$ cat src/rtl/boundary_pkg.sv
// -----------------------------------------------------------------------------
// boundary_pkg
//   Shared types and constants for the boundary probe arbiter:
//   coordinate widths, default screen size, FSM state encoding,
//   corner index type, latency-alignment tag, corner arithmetic helper.
// -----------------------------------------------------------------------------
package boundary_pkg;

  localparam int COORD_W   = 7;            // OLED coordinate width (0..127)
  localparam int SUM_W     = COORD_W + 1;  // corner sums keep the carry
  localparam int DEF_SCR_W = 96;
  localparam int DEF_SCR_H = 64;

  typedef enum logic [1:0] {
    ST_IDLE  = 2'd0,
    ST_PROBE = 2'd1,
    ST_DRAIN = 2'd2,
    ST_ACK   = 2'd3
  } state_t;

  // Corner k: bit 0 selects the far x edge, bit 1 selects the far y edge.
  typedef logic [1:0] corner_t;

  localparam corner_t LAST_CORNER = 2'd3;

  // Travels alongside each lookup so its result is consumed exactly when the
  // map answers, MAP_LAT cycles after the corner was issued.
  typedef struct packed {
    logic valid;  // a corner result arrives this cycle
    logic last;   // it is the final corner of the transaction
    logic clip;   // corner lies outside the visible screen
  } probe_tag_t;

  // Base coordinate plus (span-1) on the far edge, computed one bit wider
  // than a coordinate so off-screen sums remain visible to the edge clip.
  function automatic logic [SUM_W-1:0] corner_sum(
    input logic [COORD_W-1:0] base,
    input logic               far_edge,
    input int unsigned        span
  );
    logic [SUM_W-1:0] offset;
    offset     = far_edge ? SUM_W'(span - 1) : '0;
    corner_sum = {1'b0, base} + offset;
  endfunction

endpackage : boundary_pkg

$ cat src/rtl/rr_arbiter.sv
// -----------------------------------------------------------------------------
// rr_arbiter
//   Combinational round-robin pick: the first asserted request at or after
//   the priority pointer, searching upward with wrap-around.
// Ports
//   i_req         in  NREQ           request vector
//   i_ptr         in  clog2(NREQ)    highest-priority index this round
//   o_grant_oh    out NREQ           one-hot grant (zero when no request)
//   o_grant_idx   out clog2(NREQ)    binary index of the grant
//   o_grant_valid out 1              any request present
// -----------------------------------------------------------------------------
module rr_arbiter #(
  parameter int NREQ = 4
) (
  input  logic [NREQ-1:0]         i_req,
  input  logic [$clog2(NREQ)-1:0] i_ptr,
  output logic [NREQ-1:0]         o_grant_oh,
  output logic [$clog2(NREQ)-1:0] o_grant_idx,
  output logic                    o_grant_valid
);

  localparam int PTR_W = $clog2(NREQ);

  logic [PTR_W-1:0] w_idx;

  always_comb begin
    // NOTE: every output gets a default before any conditional assignment so
    // no path leaves a value unassigned, which would infer a latch.
    o_grant_oh    = '0;
    o_grant_idx   = '0;
    o_grant_valid = 1'b0;
    w_idx         = '0;
    for (int i = 0; i < NREQ; i++) begin
      w_idx = PTR_W'((int'(i_ptr) + i) % NREQ);
      if (!o_grant_valid && i_req[w_idx]) begin
        o_grant_valid     = 1'b1;
        o_grant_idx       = w_idx;
        o_grant_oh[w_idx] = 1'b1;
      end
    end
  end

endmodule : rr_arbiter

$ cat src/rtl/boundary_probe_arbiter.sv
// -----------------------------------------------------------------------------
// boundary_probe_arbiter
//   Shares one registered boundary-map lookup among NREQ movers. A request is
//   a sprite top-left position; the block probes the four footprint corners
//   and returns a single blocked flag (1 = some corner not walkable).
//
//   FSM: IDLE -> PROBE (4 corners) -> DRAIN (MAP_LAT cycles) -> ACK -> IDLE
//   Latency: req seen in cycle T -> ack in cycle T+5+MAP_LAT.
//
// Configuration macro
//   BOUNDARY_EDGE_CLIP_EN  corners with x>=SCR_W or y>=SCR_H (8-bit sums)
//                          count as blocked regardless of map_in. Without it
//                          coordinates wrap at 128 and map_in alone decides.
//
// Ports
//   clk50    in   1          system clock, rising edge
//   rst      in   1          asynchronous active-high reset
//   req      in   NREQ       per-requester probe request, held until ack
//   req_x    in   NREQ*7     packed top-left x, requester i at [7i+6:7i]
//   req_y    in   NREQ*7     packed top-left y, same packing
//   ack      out  NREQ       one-cycle pulse to the served requester
//   blocked  out  1          result, valid only in the ack cycle
//   busy     out  1          high from grant through the ack cycle
//   map_x    out  7          lookup x to boundary map
//   map_y    out  7          lookup y to boundary map
//   map_in   in   1          boundary map result (1 = walkable)
// -----------------------------------------------------------------------------
module boundary_probe_arbiter
  import boundary_pkg::*;
#(
  parameter int NREQ    = 4,
  parameter int SPR_W   = 3,
  parameter int SPR_H   = 3,
  parameter int MAP_LAT = 1,
  parameter int SCR_W   = DEF_SCR_W,
  parameter int SCR_H   = DEF_SCR_H
) (
  input  logic                    clk50,
  input  logic                    rst,
  input  logic [NREQ-1:0]         req,
  input  logic [NREQ*COORD_W-1:0] req_x,
  input  logic [NREQ*COORD_W-1:0] req_y,
  output logic [NREQ-1:0]         ack,
  output logic                    blocked,
  output logic                    busy,
  output logic [COORD_W-1:0]      map_x,
  output logic [COORD_W-1:0]      map_y,
  input  logic                    map_in
);

  localparam int PTR_W = $clog2(NREQ);

  if (NREQ < 2 || NREQ > 8 || SPR_W < 1 || SPR_H < 1 || MAP_LAT < 1 ||
      SCR_W > 128 || SCR_H > 128) begin : g_bad_cfg
    $error("boundary_probe_arbiter: unsupported parameter combination");
  end

  // ---------------------------------------------------------------------------
  // Registers and wires
  // ---------------------------------------------------------------------------
  state_t                 r_state;
  state_t                 w_state_nxt;
  logic [PTR_W-1:0]       r_rr;
  logic [PTR_W-1:0]       r_grant_idx;
  logic [NREQ-1:0]        r_grant_oh;
  logic [COORD_W-1:0]     r_x;
  logic [COORD_W-1:0]     r_y;
  corner_t                r_corner;
  logic                   r_acc;
  probe_tag_t [MAP_LAT-1:0] r_pipe;

  logic [NREQ-1:0]        w_grant_oh;
  logic [PTR_W-1:0]       w_grant_idx;
  logic                   w_grant_valid;
  logic [COORD_W-1:0]     w_sel_x;
  logic [COORD_W-1:0]     w_sel_y;
  logic [COORD_W-1:0]     w_corner_x;
  logic [COORD_W-1:0]     w_corner_y;
  logic                   w_clip;
  logic                   w_issue;
  probe_tag_t             w_tag_in;
  probe_tag_t             w_tag_out;
  logic                   w_grant_take;

  // ---------------------------------------------------------------------------
  // Round-robin selection and request coordinate mux
  // ---------------------------------------------------------------------------
  rr_arbiter #(
    .NREQ (NREQ)
  ) u_rr_arbiter (
    .i_req         (req),
    .i_ptr         (r_rr),
    .o_grant_oh    (w_grant_oh),
    .o_grant_idx   (w_grant_idx),
    .o_grant_valid (w_grant_valid)
  );

  always_comb begin
    w_sel_x = '0;
    w_sel_y = '0;
    for (int i = 0; i < NREQ; i++) begin
      if (w_grant_oh[i]) begin
        w_sel_x = req_x[i*COORD_W +: COORD_W];
        w_sel_y = req_y[i*COORD_W +: COORD_W];
      end
    end
  end

  assign w_grant_take = (r_state == ST_IDLE) && w_grant_valid;

  // ---------------------------------------------------------------------------
  // Corner coordinates and optional screen-edge clip
  // ---------------------------------------------------------------------------
`ifdef BOUNDARY_EDGE_CLIP_EN
  logic [SUM_W-1:0] w_sum_x;
  logic [SUM_W-1:0] w_sum_y;

  assign w_sum_x    = corner_sum(r_x, r_corner[0], SPR_W);
  assign w_sum_y    = corner_sum(r_y, r_corner[1], SPR_H);
  assign w_corner_x = w_sum_x[COORD_W-1:0];
  assign w_corner_y = w_sum_y[COORD_W-1:0];
  assign w_clip     = (w_sum_x >= SUM_W'(SCR_W)) || (w_sum_y >= SUM_W'(SCR_H));
`else
  // The lookup address is the low 7 bits of the 8-bit sum, i.e. it wraps.
  assign w_corner_x = COORD_W'(corner_sum(r_x, r_corner[0], SPR_W));
  assign w_corner_y = COORD_W'(corner_sum(r_y, r_corner[1], SPR_H));
  assign w_clip     = 1'b0;
`endif

  assign w_tag_in  = '{valid: w_issue, last: (r_corner == LAST_CORNER), clip: w_clip};
  assign w_tag_out = r_pipe[MAP_LAT-1];

  // ---------------------------------------------------------------------------
  // FSM next state and outputs
  // ---------------------------------------------------------------------------
  always_comb begin
    w_state_nxt = r_state;
    w_issue     = 1'b0;
    busy        = 1'b0;
    ack         = '0;
    blocked     = 1'b0;
    map_x       = '0;
    map_y       = '0;
    unique case (r_state)
      ST_IDLE: begin
        if (w_grant_valid) w_state_nxt = ST_PROBE;
      end
      ST_PROBE: begin
        busy    = 1'b1;
        w_issue = 1'b1;
        map_x   = w_corner_x;
        map_y   = w_corner_y;
        if (r_corner == LAST_CORNER) w_state_nxt = ST_DRAIN;
      end
      ST_DRAIN: begin
        // r_corner rests on the last corner, so the address stays stable.
        busy  = 1'b1;
        map_x = w_corner_x;
        map_y = w_corner_y;
        if (w_tag_out.valid && w_tag_out.last) w_state_nxt = ST_ACK;
      end
      ST_ACK: begin
        busy        = 1'b1;
        map_x       = w_corner_x;
        map_y       = w_corner_y;
        ack         = r_grant_oh;
        blocked     = r_acc;
        w_state_nxt = ST_IDLE;
      end
      default: w_state_nxt = ST_IDLE;
    endcase
  end

  // ---------------------------------------------------------------------------
  // State register
  // ---------------------------------------------------------------------------
  // NOTE: sequential state uses non-blocking assignments so every register
  // samples pre-edge values, independent of statement or process order.
  always_ff @(posedge clk50 or posedge rst) begin
    if (rst) r_state <= ST_IDLE;
    else     r_state <= w_state_nxt;
  end

  // ---------------------------------------------------------------------------
  // Datapath registers
  // ---------------------------------------------------------------------------
  always_ff @(posedge clk50 or posedge rst) begin
    if (rst) begin
      r_rr        <= '0;
      r_grant_idx <= '0;
      r_grant_oh  <= '0;
      r_x         <= '0;
      r_y         <= '0;
      r_corner    <= '0;
      r_acc       <= 1'b0;
      // NOTE: the tag pipeline is reset like control state, not left as
      // uninitialised storage: a stale valid tag surviving a mid-transaction
      // reset would fold a dead lookup into the next probe.
      r_pipe      <= '0;
    end else begin
      for (int i = MAP_LAT - 1; i > 0; i--) r_pipe[i] <= r_pipe[i-1];
      r_pipe[0] <= w_tag_in;

      if (w_grant_take) begin
        r_grant_idx <= w_grant_idx;
        r_grant_oh  <= w_grant_oh;
        r_x         <= w_sel_x;
        r_y         <= w_sel_y;
        r_corner    <= '0;
        r_acc       <= 1'b0;
      end else if (w_tag_out.valid) begin
        r_acc <= r_acc | ~map_in | w_tag_out.clip;
      end

      if (r_state == ST_PROBE && r_corner != LAST_CORNER) begin
        r_corner <= r_corner + corner_t'(1);
      end

      if (r_state == ST_ACK) begin
        r_rr <= (r_grant_idx == PTR_W'(NREQ - 1)) ? '0 : r_grant_idx + PTR_W'(1);
      end
    end
  end

endmodule : boundary_probe_arbiter

$ cat config.mk
export PLATFORM = sky130hd
export DESIGN_NAME = boundary_probe_arbiter
export DESIGN_NICKNAME = d
export VERILOG_FILES = /design/src/rtl/boundary_pkg.sv /design/src/rtl/rr_arbiter.sv /design/src/rtl/boundary_probe_arbiter.sv
export SDC_FILE = /design/constraint.sdc
export NUM_CORES = 1
export LEC_CHECK = 0
export ABC_AREA = 0
export BUFFER_PORTS_ARGS = -buffer_cell sky130_fd_sc_hd__buf_2
export CAP_MARGIN = 0
export CELL_PAD_IN_SITES_DETAIL_PLACEMENT = 1
export CELL_PAD_IN_SITES_GLOBAL_PLACEMENT = 2
export CORE_ASPECT_RATIO = 0.5
export CORE_UTILIZATION = 30
export DETAILED_ROUTE_END_ITERATION = 6
export GPL_TIMING_DRIVEN = 1
export HOLD_SLACK_MARGIN = 0.15
export PLACE_DENSITY = 0.91
export SLEW_MARGIN = 10
export SYNTH_ARGS = -nofsm -noshare
export SYNTH_HDL_FRONTEND = slang
export SYNTH_SLANG_ARGS = --single-unit
$ cat constraint.sdc
create_clock -name clk50 -period 3.9 [get_ports clk50]
set_clock_uncertainty 0.15 [all_clocks]
set_input_delay 0.39 -clock clk50 [delete_from_list [all_inputs] [get_ports clk50]]
set_output_delay 0.39 -clock clk50 [all_outputs]
set_load 0.05 [all_outputs]
==> results of run 1 <==
synthesized netlist by cell type (all sizes together), types with 5 or more instances:
master  count
or3        14
inv        23
o22ai      15
clkbuf      6
buf        11
o21ai      11
dfrtp      29
and2        6
nor2       16
nand3       5
a221oi     15
ha         17
a22oi      16
nand2      15
nor2b       9
final cells by class:
cell class | instances | area (µm²)
multi-input combinational | 189 | 1470
sequential | 29 | 726
tap | 108 | 135
inverter | 23 | 86.3
timing repair buffer | 92 | 488
fill | 924 | 4520
clock buffer | 7 | 143
critical path: stages (launching register included):
cell      delay (ns)
dfrtp_1         0.52
inv_1           0.15
ha_1            0.46
mux4_2          0.63
a221o_2         0.42
a22oi_1         0.25
and3_1          0.46
buf_4           0.26
a221oi_2        0.07
registers in the layout (all words and copies together), names as in the netlist:
register     cells
r_state          2
r_pipe           2
r_x              7
r_grant_oh       4
r_acc            1
r_rr             2
r_grant_idx      2
r_corner         2
r_y              7
cells by family (layout without fill, tap and decap cells):
group / after synthesis / in the layout / share of synthesized area [%]
AO/OA/AOI/OAI: 74 / 74 / 25.5
XOR/XNOR: 8 / 8 / 2.89
adder cells (fa/ha/maj): 17 / 17 / 8.78
buffers and inverters: 41 / 122 / 9.71
flip-flops: 29 / 29 / 29.9
multiplexers: 7 / 7 / 4.65
AND/OR/NAND/NOR: 83 / 83 / 18.6
per-stage QoR:
stage          utilization, %  power [mW]  hold WS [ns]
6_report                 40.3        3.13         0.221
5_1_grt                  40.3        3.36         0.214
4_1_cts                  40.3        3.15         0.213
3_5_place_dp             38.3        2.77         0.326
3_3_place_gp             38.3        2.67         0.311
2_1_floorplan               -        2.28         0.288
worst paths after layout:
| kind | cells after the start | slack [ns] | end |
|---|---|---|---|
| setup reg to reg | 8 | 0.39 | r_x[5]$_DFFE_PP0P_ |
| setup / recovery | 8 | 0.39 | r_x[5]$_DFFE_PP0P_ |
| max in group asynchronous | 4 | 2.72 | r_y[6]$_DFFE_PP0P_ |
| hold reg to reg | 2 | 0.33 | r_grant_oh[1]$_DFFE_PP0P_ |
| min in group asynchronous | 4 | 0.59 | r_grant_oh[3]$_DFFE_PP0P_ |
| hold / removal | 3 | 0.22 | r_x[6]$_DFFE_PP0P_ |
per-layer routing:
metal	GRT usage (%)	vias to the layer above
met5	0	-
met4	7.50	0
met3	3.66	10
met2	33.4	45
met1	22.2	1153
li1	-	1111
power by group:
part	leakage [nW]	switching, mW	internal [mW]
clock	0.0700	0.124	0.250
sequential	0.342	0.128	0.455
combinational	1.02	1.43	0.742
total	1.44	1.68	1.45
timing repair:
action	CTS	global route
setup endpoints to repair	0	0
endpoints found under the hold margin	29	0
hold buffers	1	0
==> metrics, run 1 <==
RD Place Congestion 0.786; Design Area, Final 3050 µm²; Worst Tran Pin Value ~0.66 ns; Synth async-reset ratio 100%; Port Buf Inserts 82; number of global-route vias before repair 2,591; iteration count of the initial detailed-routing pass 4; worst setup margin 0.389 ns; min-delay src req_x[20]; routed wire length on met3 roughly 250 µm; number of synthesized register bits 29; post-DP HPWL between 5 and 6 mm; Seq/Total Area, Yosys 29.9%; Die X about 130 µm; Vias/cell ~5.2; Min Clock Period, post-route 3.51 ns; total negative slack 0 ns; peak supply drop 0.283 mV; worst r2r src r_rr[1]$_DFFE_PP0N_; Synth Flop Type dfrtp_1; top layer in use met4; number of flops mapped to enable cells by yosys 0; most frequent cells in the layout buf_2 (82), dfrtp_1 (29), inv_1 (23), ha_1 (17), nor2_1 (16); Pwr per Cell Area between 1000 and 1500 nW/µm²; RSZ-0062 raised after global routing false; Worst-Skew Late Latency 0.27 ns; number of CTS-inserted buffers 5; outcome complete, no violations; Startpoint Class register; P&R area growth vs syn 25.9%; Reg clk slew, reported paths 0.05 ns; antenna cells 0; Syn Inst Count 259; final wirelength 7.46 mm; final setup violating endpoints 0; area leader, netlist dfrtp_1; # DRC 0; Worst setup startpoint r_rr[1]$_DFFE_PP0N_; pre-CTS setup slack about 0.39 ns; distinct cell type count after synthesis 54; gr ovfl total 0; Die ar. 8460 µm²; WP data arrival ~3.5 ns; CTS resizes 0; first-pass GRT wire length 12.3 mm; largest cells by area after synthesis dfrtp_1 (30%), ha_1 (8.8%), a221oi_2 (6.2%); Lkg Pwr 1.44 nW; kind of critical path reg2reg; # Post-CTS Setup Buffers 0; Avg Cell Area, Syn 9.36 µm²; nets 420; deepest clock path buffer count 2; Post-DRT Antenna Nets 0; placed cell area roughly 2900 µm²; Core Region 7570 µm²; CP Capture Type register; worst hold path class in2reg; clock root cell clkbuf_16; syn nets 339; fmax approximately 0.28 GHz; CTS H-tree depth 2; fin cells 448; commonest non-fill, non-tap cell in the layout buf_2; die span in y 65.6 µm; Worst Path Required between 3 and 4 ns; met1 wire length 3.27 mm; routed via count 2,319; mapped cell area 2420 µm²; Final Cycle Share about nine tenths; met2 wire length 3.83 mm; Std-Cell Rows 22; YS warnings 0; Synth top area share around 30%; CTS tree done; initial antenna violation count 0; DRT iter0 DRCs 61; share of layout cells above drive strength 1 between 30% and 40%; Initial Util roughly a third; GRT Total Usage 18.7%; largest net degree at the start of global routing 30; Max-Cap Viols 0; routed len/inst between 15 and 20 µm; Slew Limit Fails 0; Final Hold Viols 0; Clock Sinks 29; # IOs 83; slew margin rel. a little over half; CP max FO 10; placed cells 440
Note: power is estimated with default switching activity, not from simulation.
==> inputs of run 2 (changes only) <==
Settings changed: MAX_ROUTING_LAYER from default to met4, PLACE_DENSITY 0.91 to 0.78.
==> run 2 against run 1 <==
Effect of this change: sequential share of layout area about the same; wire length up 0.35%; flip-flop and latch count unchanged; count of clock-buffer cells in the layout down 1; combinational power about the same; first-iteration DRC count up 21%; final area about the same; worst setup slack better by 0.074 ns; sequential power about the same; critical path depth unchanged; critical path type unchanged.
==> metrics, run 2 (synthesized netlist as in run 1, its figures left out) <==
RSZ-0062 raised after global routing false; CP max-delay cell mux4_2; Worst Path Required 3.91 ns (+0.02 ns); commonest non-fill, non-tap cell in the layout buf_2; final setup violating endpoints 0 (unchanged); first-pass GRT wire length 12.0 mm (-2.6%); # hold bufs at CTS 1 (unchanged); Die X 129 µm (unchanged); largest net degree at the start of global routing 30 (unchanged); Die ar. 8460 µm² (unchanged); deepest clock path buffer count 2 (unchanged); fmax 0.291 GHz (+2.2%); nets 420 (unchanged); number of CTS-inserted buffers 5 (unchanged); CTS H-tree depth 2 (unchanged); r2r worst-path depth 8 (unchanged); multi-input logic area 1480 µm² (+0.17%); routed via count 2,314 (-0.22%); placed cell area 2900 µm² (about the same); # DRC 0 (unchanged); antenna cells 0 (unchanged); Min Clock Period, post-route 3.44 ns (-0.0741 ns); routed len/inst 16.7 µm (+0.13%); Fill cells 899 (-2.7%); GRT Total Usage 18.9% (+0.24 points); Max stage delay on crit path 0.63 ns (about the same); Core Region 7570 µm² (unchanged); Lkg Pwr 1.44 nW (about the same); Final Hold Viols 0 (unchanged); largest registers r_x: 7 flops, r_y: 7 flops, r_grant_oh: 4 flops; Final Cycle Share 88.1% (-1.9 points); final wirelength 7.48 mm (+0.35%); CTS resizes 0 (unchanged); RD Place Congestion 0.802 (+2.0%); outcome complete, no violations; Port Buf Inserts 82 (unchanged); GR Util met1 23.7% (+1.4 points); met2 Usage GRT 32.5% (-0.94 points); Pwr per Cell Area 1010 nW/µm² (-1.2%); Switching Share 53.7% (about the same); Sw Pwr 1.66 mW (-1.3%); DRT iter0 DRCs 74 (+21%); Reg clk slew, reported paths 0.05 ns (about the same); CP Capture Type register; Max-Cap Viols 0 (unchanged); # IOs 83 (unchanged); CTS tree done; iteration count of the initial detailed-routing pass 4 (unchanged); most frequent cells in the layout buf_2 (82), dfrtp_1 (29), inv_1 (23), ha_1 (17); Pint 1.43 mW (-1.2%); worst hold path class in2reg; Clock Sinks 29 (unchanged); Post-DRT Antenna Nets 0 (unchanged); peak supply drop 0.316 mV (+12%); Slew Limit Fails 0 (unchanged); Design Power 3.09 mW (-1.3%); met3 Resource Use GR 3.18% (-0.49 points); Startpoint Class register; hold slack final 0.217 ns (-0.00397 ns); die span in y 65.6 µm (unchanged); register area 726 µm² (unchanged); initial antenna violation count 0 (unchanged); Seq pwr share 18.9% (+0.2 points); CP max FO 14 (+4); combinational power share 69.3% (about the same); Worst-Skew Late Latency 0.27 ns (about the same); clock root cell clkbuf_16; Design Area, Final 3050 µm² (about the same); gr ovfl total 0 (unchanged); Std-Cell Rows 22 (unchanged); WP data arrival 3.45 ns (-0.05 ns); kind of critical path reg2reg; clock share of power 11.8% (about the same); # Post-CTS Setup Buffers 0 (unchanged); slew margin rel. 65.2% (+11 points); Hold Path Cell Cnt 3 (unchanged); placed cells 440 (unchanged); post-DP HPWL 5.68 mm (-1.7%); Vias/cell 5.15 (-0.44%); number of global-route vias before repair 2,363 (-8.8%); share of layout cells above drive strength 1 35.8% (+0.48 points); total negative slack 0 ns (unchanged); Initial Util 32.0% (unchanged); Worst Tran Pin Value 0.522 ns (-0.142 ns); fin cells 449 (+0.22%); GRT busiest layer met2; crit path cell chain inv_1 -> ha_1 -> mux4_2 -> a221o_1 -> a222oi_1 -> buf_4 -> a22oi_1 -> a221oi_1; P&R area growth vs syn 25.9% (about the same)
## run 2: cell types whose count changed in the layout (fill, tap and decap cells not counted)
cell      delta
clkbuf_8     -1
nor2_1       -1
clkinv_2     +2
nor2_2       +1
## run 2: final timing paths
path	from	to	slack (ns)
min	req_y[14]	r_y[0]$_DFFE_PP0P_	0.22
max	r_rr[1]$_DFFE_PP0N_	r_y[4]$_DFFE_PP0P_	0.46
max reg2reg	r_rr[1]$_DFFE_PP0N_	r_y[4]$_DFFE_PP0P_	0.46
max in group asynchronous	rst	r_rr[0]$_DFFE_PP0N_	2.72
min in group asynchronous	rst	r_x[2]$_DFFE_PP0P_	0.59
min reg2reg	r_grant_idx[1]$_DFFE_PP0P_	r_grant_idx[1]$_DFFE_PP0P_	0.34
## run 2: metrics by stage
step / setup slack (ns) / util, %
after floorplan: 0.534 / -
after global placement: 0.684 / 38.3
after detailed placement: 0.493 / 38.3
after CTS: 0.483 / 40.3
after global routing: 0.194 / 40.3
final: 0.463 / 40.3
## run 2: critical path, delay by kind of cell (launching register included)
family / cells / cell delay (ns)
AOI/OAI and AO/OA: 4 / 1.10
muxes: 1 / 0.63
DFF: 1 / 0.52
adders and majority gates: 1 / 0.49
buffers and inverters: 2 / 0.45
## run 2: routing by layer
layer | vias to the layer above | part of all wire [%]
met3 | 4 | 4.1
met4 | 0 | 0.72
met2 | 47 | 50
met1 | 1149 | 45
met5 | - | 0
li1 | 1114 | -
## run 2: power groups by stage
stage	clock network (mW)	registers [mW]	logic (mW)
CTS	0.374	0.581	2.15
floorplan	0	0.554	1.72
global route	0.390	0.603	2.32
finish	0.366	0.583	2.14
detailed placement	0	0.586	2.15
global placement	0	0.574	2.08
## run 2: cell type report
class                   count  share of cell area, %
multi-input cells         189                   48.4
well taps                 108                   4.43
repair buffers             92                   16.0
flip-flops and latches     29                   23.8
clock buffers               6                   4.22
clock inverters             2                  0.328
inverters                  23                   2.83
